===== src/rtl/puf_crp_sequencer_pkg.sv =====
// Shared types and constants for the PUF challenge/response sequencer.
package puf_crp_sequencer_pkg;

   localparam int DEF_C_LENGTH = 8;
   localparam int DEF_N_EVAL   = 5;
   localparam int DEF_SETTLE   = 4;

   // Galois right-shift feedback taps; maximal length for an 8-bit register.
   localparam logic [7:0] LFSR_TAPS = 8'hB8;

   typedef enum logic [2:0] {
      ST_IDLE,
      ST_LOAD,
      ST_PULSE_LO,
      ST_PULSE_HI,
      ST_SAMPLE,
      ST_OUTPUT,
      ST_NEXT
   } state_t;

endpackage


===== src/rtl/puf_crp_sequencer_if.sv =====
// Bundle of command, PUF-side and pair-stream signals around the sequencer.
// The sequencer connects through the slave modport; its environment
// (command source, PUF macro, pair consumer) uses the master modport.
interface puf_crp_sequencer_if
   import puf_crp_sequencer_pkg::*;
#(
   parameter int C_LENGTH = DEF_C_LENGTH
);
   logic                start;
   logic [C_LENGTH-1:0] seed;
   logic [7:0]          num_chal;
   logic                puf_pulse;
   logic [C_LENGTH-1:0] puf_challenge;
   logic [C_LENGTH-1:0] puf_response;
   logic                resp_valid;
   logic                resp_ready;
   logic [C_LENGTH-1:0] resp_chal;
   logic [C_LENGTH-1:0] resp_data;
   logic                busy;
   logic                done;

   modport master (
      output start, seed, num_chal, puf_response, resp_ready,
      input  puf_pulse, puf_challenge, resp_valid, resp_chal, resp_data, busy, done
   );

   modport slave (
      input  start, seed, num_chal, puf_response, resp_ready,
      output puf_pulse, puf_challenge, resp_valid, resp_chal, resp_data, busy, done
   );
endinterface


===== src/rtl/puf_resp_sync.sv =====
// Two-flop synchroniser bank for the asynchronous PUF response bits.
module puf_resp_sync #(
   parameter int WIDTH = 8
) (
   input  logic             clk,
   input  logic             rst_n,
   input  logic [WIDTH-1:0] d_i,
   output logic [WIDTH-1:0] q_o
);

   genvar gi;
   generate
      for (gi = 0; gi < WIDTH; gi++) begin : g_bit
         logic meta_q;
         logic sync_q;

         // Two-stage capture of one response bit into the clk domain.
         always_ff @(posedge clk or negedge rst_n) begin
            if (!rst_n) begin
               meta_q <= 1'b0;
               sync_q <= 1'b0;
            end else begin
               meta_q <= d_i[gi];
               sync_q <= meta_q;
            end
         end

         assign q_o[gi] = sync_q;
      end
   endgenerate

endmodule


===== src/rtl/puf_crp_sequencer.sv =====
// Challenge-side controller for an arbiter PUF array: LFSR challenges,
// repeated evaluation pulses, per-bit majority vote, valid/ready pair stream.
module puf_crp_sequencer
   import puf_crp_sequencer_pkg::*;
#(
   parameter int C_LENGTH = DEF_C_LENGTH,
   parameter int N_EVAL   = DEF_N_EVAL,   // odd, >= 1
   parameter int SETTLE   = DEF_SETTLE    // >= 1
) (
   input logic clk,
   input logic rst_n,
   puf_crp_sequencer_if.slave bus
);

   localparam int VOTE_W = $clog2(N_EVAL + 1);
   localparam int EVAL_W = $clog2(N_EVAL + 1);
   localparam int PH_W   = $clog2(SETTLE + 3);

   localparam logic [C_LENGTH-1:0] TAPS      = C_LENGTH'(LFSR_TAPS);
   localparam logic [EVAL_W-1:0]   EVAL_LAST = EVAL_W'(N_EVAL - 1);
   localparam logic [PH_W-1:0]     PH_SETTLE = PH_W'(SETTLE - 1);
   // Two synchroniser cycles followed by the capture cycle.
   localparam logic [PH_W-1:0]     PH_SAMPLE = PH_W'(2);
   localparam logic [VOTE_W-1:0]   VOTE_HALF = VOTE_W'(N_EVAL / 2);

   state_t                          state_q, state_d;
   logic [C_LENGTH-1:0]             lfsr_q, lfsr_d;
   logic [C_LENGTH-1:0]             chal_q, chal_d;
   logic [8:0]                      rem_q, rem_d;
   logic [EVAL_W-1:0]               eval_q, eval_d;
   logic [PH_W-1:0]                 ph_q, ph_d;
   logic [C_LENGTH-1:0][VOTE_W-1:0] votes_q, votes_d;

   logic [C_LENGTH-1:0] resp_sync;
   logic [C_LENGTH-1:0] majority;
   logic [C_LENGTH-1:0] lfsr_step;
   logic                last_pair;

   puf_resp_sync #(
      .WIDTH(C_LENGTH)
   ) u_sync (
      .clk  (clk),
      .rst_n(rst_n),
      .d_i  (bus.puf_response),
      .q_o  (resp_sync)
   );

   assign lfsr_step = (lfsr_q >> 1) ^ (lfsr_q[0] ? TAPS : '0);

   genvar gi;
   generate
      for (gi = 0; gi < C_LENGTH; gi++) begin : g_vote
         assign majority[gi] = (votes_q[gi] > VOTE_HALF);
      end
   endgenerate

   // State and datapath registers; reset abandons any run in progress.
   always_ff @(posedge clk or negedge rst_n) begin
      if (!rst_n) begin
         state_q <= ST_IDLE;
         lfsr_q  <= '0;
         chal_q  <= '0;
         rem_q   <= '0;
         eval_q  <= '0;
         ph_q    <= '0;
         votes_q <= '0;
      end else begin
         state_q <= state_d;
         lfsr_q  <= lfsr_d;
         chal_q  <= chal_d;
         rem_q   <= rem_d;
         eval_q  <= eval_d;
         ph_q    <= ph_d;
         votes_q <= votes_d;
      end
   end

   // Next-state logic: challenge load, pulse phases, voting and hand-off.
   always_comb begin
      state_d = state_q;
      lfsr_d  = lfsr_q;
      chal_d  = chal_q;
      rem_d   = rem_q;
      eval_d  = eval_q;
      ph_d    = ph_q;
      votes_d = votes_q;

      unique case (state_q)
         ST_IDLE: begin
            if (bus.start) begin
               lfsr_d  = (bus.seed == '0) ? C_LENGTH'(1) : bus.seed;
               rem_d   = (bus.num_chal == 8'd0) ? 9'd256 : {1'b0, bus.num_chal};
               state_d = ST_LOAD;
            end
         end

         ST_LOAD: begin
            // The only place the challenge bus moves, always with pulse low.
            chal_d  = lfsr_q;
            votes_d = '0;
            eval_d  = '0;
            ph_d    = '0;
            state_d = ST_PULSE_LO;
         end

         ST_PULSE_LO: begin
            if (ph_q == PH_SETTLE) begin
               ph_d    = '0;
               state_d = ST_PULSE_HI;
            end else begin
               ph_d = ph_q + 1'b1;
            end
         end

         ST_PULSE_HI: begin
            if (ph_q == PH_SETTLE) begin
               ph_d    = '0;
               state_d = ST_SAMPLE;
            end else begin
               ph_d = ph_q + 1'b1;
            end
         end

         ST_SAMPLE: begin
            if (ph_q == PH_SAMPLE) begin
               ph_d = '0;
               for (int i = 0; i < C_LENGTH; i++) begin
                  votes_d[i] = votes_q[i] + VOTE_W'(resp_sync[i]);
               end
               eval_d  = eval_q + 1'b1;
               state_d = (eval_q == EVAL_LAST) ? ST_OUTPUT : ST_PULSE_LO;
            end else begin
               ph_d = ph_q + 1'b1;
            end
         end

         ST_OUTPUT: begin
            if (bus.resp_ready) begin
               state_d = ST_NEXT;
            end
         end

         ST_NEXT: begin
            lfsr_d  = lfsr_step;
            rem_d   = rem_q - 1'b1;
            state_d = (rem_q == 9'd1) ? ST_IDLE : ST_LOAD;
         end

         default: begin
            state_d = ST_IDLE;
         end
      endcase
   end

   // Outputs decode directly from registered state so reset clears them at once.
   assign last_pair         = (state_q == ST_NEXT) && (rem_q == 9'd1);
   assign bus.puf_pulse     = (state_q == ST_PULSE_HI) || (state_q == ST_SAMPLE);
   assign bus.puf_challenge = chal_q;
   assign bus.resp_valid    = (state_q == ST_OUTPUT);
   assign bus.resp_chal     = (state_q == ST_OUTPUT) ? chal_q : '0;
   assign bus.resp_data     = (state_q == ST_OUTPUT) ? majority : '0;
   assign bus.done          = last_pair;
   assign bus.busy          = (state_q != ST_IDLE) && !last_pair;

endmodule


===== src/flat_wrapper.sv =====
// flat-port wrapper written by rule: the top's interface ports become plain ports
module puf_crp_sequencer_flat import puf_crp_sequencer_pkg::*;
#(
   parameter int C_LENGTH = DEF_C_LENGTH,
   parameter int N_EVAL   = DEF_N_EVAL,               
   parameter int SETTLE   = DEF_SETTLE           
)
  (clk, rst_n, bus_start, bus_seed, bus_num_chal, bus_puf_response, bus_resp_ready, bus_puf_pulse, bus_puf_challenge, bus_resp_valid, bus_resp_chal, bus_resp_data, bus_busy, bus_done);
  puf_crp_sequencer_if #(.C_LENGTH(C_LENGTH)) bus_i ();
  input logic clk;
  input logic rst_n;
  input wire logic [$bits(bus_i.start)-1:0] bus_start;
  input wire logic [$bits(bus_i.seed)-1:0] bus_seed;
  input wire logic [$bits(bus_i.num_chal)-1:0] bus_num_chal;
  input wire logic [$bits(bus_i.puf_response)-1:0] bus_puf_response;
  input wire logic [$bits(bus_i.resp_ready)-1:0] bus_resp_ready;
  output wire logic [$bits(bus_i.puf_pulse)-1:0] bus_puf_pulse;
  output wire logic [$bits(bus_i.puf_challenge)-1:0] bus_puf_challenge;
  output wire logic [$bits(bus_i.resp_valid)-1:0] bus_resp_valid;
  output wire logic [$bits(bus_i.resp_chal)-1:0] bus_resp_chal;
  output wire logic [$bits(bus_i.resp_data)-1:0] bus_resp_data;
  output wire logic [$bits(bus_i.busy)-1:0] bus_busy;
  output wire logic [$bits(bus_i.done)-1:0] bus_done;
  assign bus_i.start = bus_start;
  assign bus_i.seed = bus_seed;
  assign bus_i.num_chal = bus_num_chal;
  assign bus_i.puf_response = bus_puf_response;
  assign bus_i.resp_ready = bus_resp_ready;
  assign bus_puf_pulse = bus_i.puf_pulse;
  assign bus_puf_challenge = bus_i.puf_challenge;
  assign bus_resp_valid = bus_i.resp_valid;
  assign bus_resp_chal = bus_i.resp_chal;
  assign bus_resp_data = bus_i.resp_data;
  assign bus_busy = bus_i.busy;
  assign bus_done = bus_i.done;
  puf_crp_sequencer #(.C_LENGTH(C_LENGTH), .N_EVAL(N_EVAL), .SETTLE(SETTLE)) u_core (.clk(clk), .rst_n(rst_n), .bus(bus_i));
endmodule

===== config.mk =====
export PLATFORM = sky130hd
export DESIGN_NAME = puf_crp_sequencer_flat
export DESIGN_NICKNAME = d
export VERILOG_FILES = /design/src/rtl/puf_crp_sequencer_pkg.sv /design/src/rtl/puf_crp_sequencer_if.sv /design/src/rtl/puf_resp_sync.sv /design/src/rtl/puf_crp_sequencer.sv /design/src/flat_wrapper.sv
export SDC_FILE = /design/constraint.sdc
export NUM_CORES = 1
export LEC_CHECK = 0
export ABC_AREA = 1
export CAP_MARGIN = 20
export CORE_ASPECT_RATIO = 0.6
export CORE_MARGIN = 2
export CORE_UTILIZATION = 50
export DETAILED_ROUTE_END_ITERATION = 10
export PLACE_DENSITY_LB_ADDON = 0.1
export SLEW_MARGIN = 20
export SYNTH_ARGS = -nofsm -noshare
export SYNTH_HDL_FRONTEND = slang
export SYNTH_HIERARCHICAL = 1
export SYNTH_SLANG_ARGS = --single-unit

===== constraint.sdc =====
create_clock -name clk -period 1.87 [get_ports clk]
set_input_delay 0.4675 -clock clk [delete_from_list [all_inputs] [get_ports clk]]
set_output_delay 0.4675 -clock clk [all_outputs]
set_load 0.005 [all_outputs]

==> flow_metrics.tcl, run 1 <==
set metrics [dict create \
    num_vias 3318 \
    multiInputGateArea_um2 1744 \
    grt_max_degree 30 \
    fin_nets 590 \
    fin_cells 646 \
    antenna_found_initial 0 \
    start_util_pct 52.19 \
    period_needed_ns 1.991 \
    rsz0062_at_grt "yes" \
    place_area_um2 4649 \
    die_area_um2 8420 \
    final_core_util_pct 70.68 \
    wl_per_cell_um 14.86 \
    hold_viol 0 \
    crit_type "reg2out" \
    syn_inst 443 \
    core.rowCount 24 \
    mostFrequentLayoutCells "nand2_1 (86), dfrtp_1 (72), nand3_1 (65), inv_1 (40)" \
    routed_wl_um 9601 \
    cts.sinks 74 \
    cts_root_buf "clkbuf_16" \
    skew_ns 0.005761 \
    fp.coreArea_um2 7357 \
    fin_tns_setup_ns -0.4277 \
    status "finished, violations left" \
    power_mw 3.843 \
    peakVddDrop_mv 0.5286 \
    synth_cell_types 27 \
    synth-seq-cells 74 \
    dpl_worst_slack_ns -0.04952 \
    clkTransAtPathRegs_ns 0.06 \
    slew_viol_final 0 \
    drt.antenna.violating_nets 0 \
    hpwl_um 6426 \
    hold_path.class "in2async" \
    yosys.area.top_type_share_pct 48.22 \
    rr_worst_depth 15 \
    drt_iter0_drc 278 \
    drt_pass1_iterations 5 \
    die_w_um 117.1 \
    gp_congestion 0.8992 \
    power.leakage_nw 2.538 \
    grt.total_usage_pct 25.05 \
    yosysSeqAreaShare_pct 48.22 \
    drc 0 \
    clock_latency_ns 0.33 \
    grt_pass1_wl_um 15940 \
    cts_max_level 3 \
    avgSynthCellArea_um2 8.668 \
    via_per_inst 5.136 \
    ff_latch_area_um2 1854 \
    power_density_nw_per_um2 739.0 \
    critPathCaptureType "output port" \
    final_common_cell "nand2_1" \
    synth.area.top_cells "dfrtp_1 (48%), nand3_1 (8.7%), nand2_1 (8.7%), ha_1 (7.8%), inv_1 (4.5%)" \
    clockBufferDepth 2 \
    cap_violations 0 \
    worstPathArrival_ns 1.52 \
    yosys_warnings 6 \
    design_area_um2 5200 \
    synth_top_flop_cell "dfrtp_1" \
    async_flop_share_pct 100.0 \
    setup_slack_ns -0.1206 \
    worstPathMaxFanout 2 \
    whs_ns 0.07699 \
    drive_gt1_share_pct 23.43 \
    place_inst 611 \
    io_buffers 55 \
    die_h_um 71.88 \
    violations "setup timing" \
    setup_violations 7 \
    area_delta_synth_final_pct 35.42 \
    fillers 571 \
    tritoncts "built" \
    period_share_pct 106.4 \
    slew_headroom_pct 69.78 \
    first_global_vias 3271 \
    synth_area_um2 3840 \
    antennaDiodeCount 0 \
    cts_hold_buf 0 \
    io_pins 56 \
    cts_buffers 9 \
    required_ns 1.40 \
    yosysTopAreaCell "dfrtp_1" \
    worst_pin_slew_ns 0.4534 \
    synth_edf_count 0 \
    start_kind "flop" \
    synth_nets 495 \
    fmax_mhz 502.4 \
    overflow 0 \
]
-- per-layer routing --
metal / part of all wire [%] / GRT usage, % / up-vias / wire length, µm
li1: - / - / 1620 / -
met1: 49 / 37.69 / 1567 / 4728
met2: 42 / 35.00 / 111 / 4057
met3: 6.7 / 7.360 / 20 / 647
met4: 1.7 / 7.582 / 0 / 168
met5: 0 / 0 / - / 0
-- cell type report --
cell class	count	share of cell area, %
clock buffers	10	4.403
inverters	50	3.826
repair buffers	108	18.98
multi-input cells	295	33.54
flip-flops and latches	74	35.66
clock inverters	5	1.083
well taps	104	2.502
-- cell families (layout without fill, tap and decap cells) --
group	after synthesis	in the layout	share of synthesized area (%)
AO/OA/AOI/OAI	54	54	7.918
flip-flops	74	74	48.22
adder cells (fa/ha/maj)	24	24	7.820
buffers and inverters	74	173	9.351
XOR/XNOR	11	11	2.509
AND/OR/NAND/NOR	206	206	24.18
-- registers in the layout (all words and copies together), names as in the netlist --
| signal | count |
|---|---|
| u_core/state_q | 3 |
| u_core/ph_q | 3 |
| u_core/u_sync/g_bit.sync_q | 8 |
| u_core/votes_q | 24 |
| u_core/rem_q | 9 |
| u_core/eval_q | 3 |
| u_core/lfsr_q | 8 |
| u_core/bus.puf_challenge | 8 |
| u_core/u_sync/g_bit.meta_q | 8 |
-- timing repair --
action                                  in CTS  in global routing
cloned                                       2                  0
endpoints found under the hold margin        0                  0
endpoints found under the setup margin      20                 23
gates resized for setup                     98                 32
buffers inserted                            20                  3
pin swaps                                   13                  5
-- cell usage after synthesis (all sizes together) (3+ instances only) --
master  count
nand2      92
dfrtp      74
nand3      69
inv        50
nor2       40
o21ai      25
buf        24
ha         24
a21oi      15
xor2       11
o22ai       6
o211ai      5
nor3        3
-- report_power, final --
part           switching [mW]  internal, mW  total (mW)
logic                   0.178         0.183       0.361
clock network           0.654          1.02        1.68
registers              0.0918          1.71        1.80
-- worst paths after layout --
kind                                                     from                            end  slack, ns
worst min-delay path                                    rst_n    u_core/bus.puf_challenge[3]       0.08
min in group clk                u_core/u_sync/g_bit[6].meta_q  u_core/u_sync/g_bit[6].sync_q       0.35
worst max-delay path                          u_core/rem_q[1]                       bus_busy      -0.12
max in group asynchronous                               rst_n               u_core/eval_q[1]       1.26
worst min register to register  u_core/u_sync/g_bit[6].meta_q  u_core/u_sync/g_bit[6].sync_q       0.35
worst max register to register                u_core/rem_q[1]              u_core/state_q[0]       0.06
-- critical path: stages (launching register included) --
cell,delay [ns]
dfrtp_1,0.37
inv_2,0.07
ha_4,0.13
inv_2,0.03
nor2_2,0.11
nand3_2,0.11
buf_6,0.13
nor2_4,0.07
nor2_1,0.04
buf_2,0.11
Note: power is estimated with default switching activity, not from simulation.
==> run 2: changes to the inputs <==
--- a/config.mk
+++ b/config.mk
@@ -6,10 +6,10 @@
 export NUM_CORES = 1
 export LEC_CHECK = 0
 export ABC_AREA = 1
-export CAP_MARGIN = 20
 export CORE_ASPECT_RATIO = 0.6
 export CORE_MARGIN = 2
 export CORE_UTILIZATION = 50
+export CTS_CLUSTER_SIZE = 40
 export DETAILED_ROUTE_END_ITERATION = 10
 export PLACE_DENSITY_LB_ADDON = 0.1
 export SLEW_MARGIN = 20
==> results of run 2 <==
The final DEF is identical to that of run 1; final timing and power are the same.
==> run 3: changes to the inputs <==
--- a/config.mk
+++ b/config.mk
@@ -12,7 +12,7 @@
 export CTS_CLUSTER_SIZE = 40
 export DETAILED_ROUTE_END_ITERATION = 10
 export PLACE_DENSITY_LB_ADDON = 0.1
-export SLEW_MARGIN = 20
+export SLEW_MARGIN = 15
 export SYNTH_ARGS = -nofsm -noshare
 export SYNTH_HDL_FRONTEND = slang
 export SYNTH_HIERARCHICAL = 1
==> results of run 3 <==
The final DEF is identical to that of run 1; final timing and power are the same.
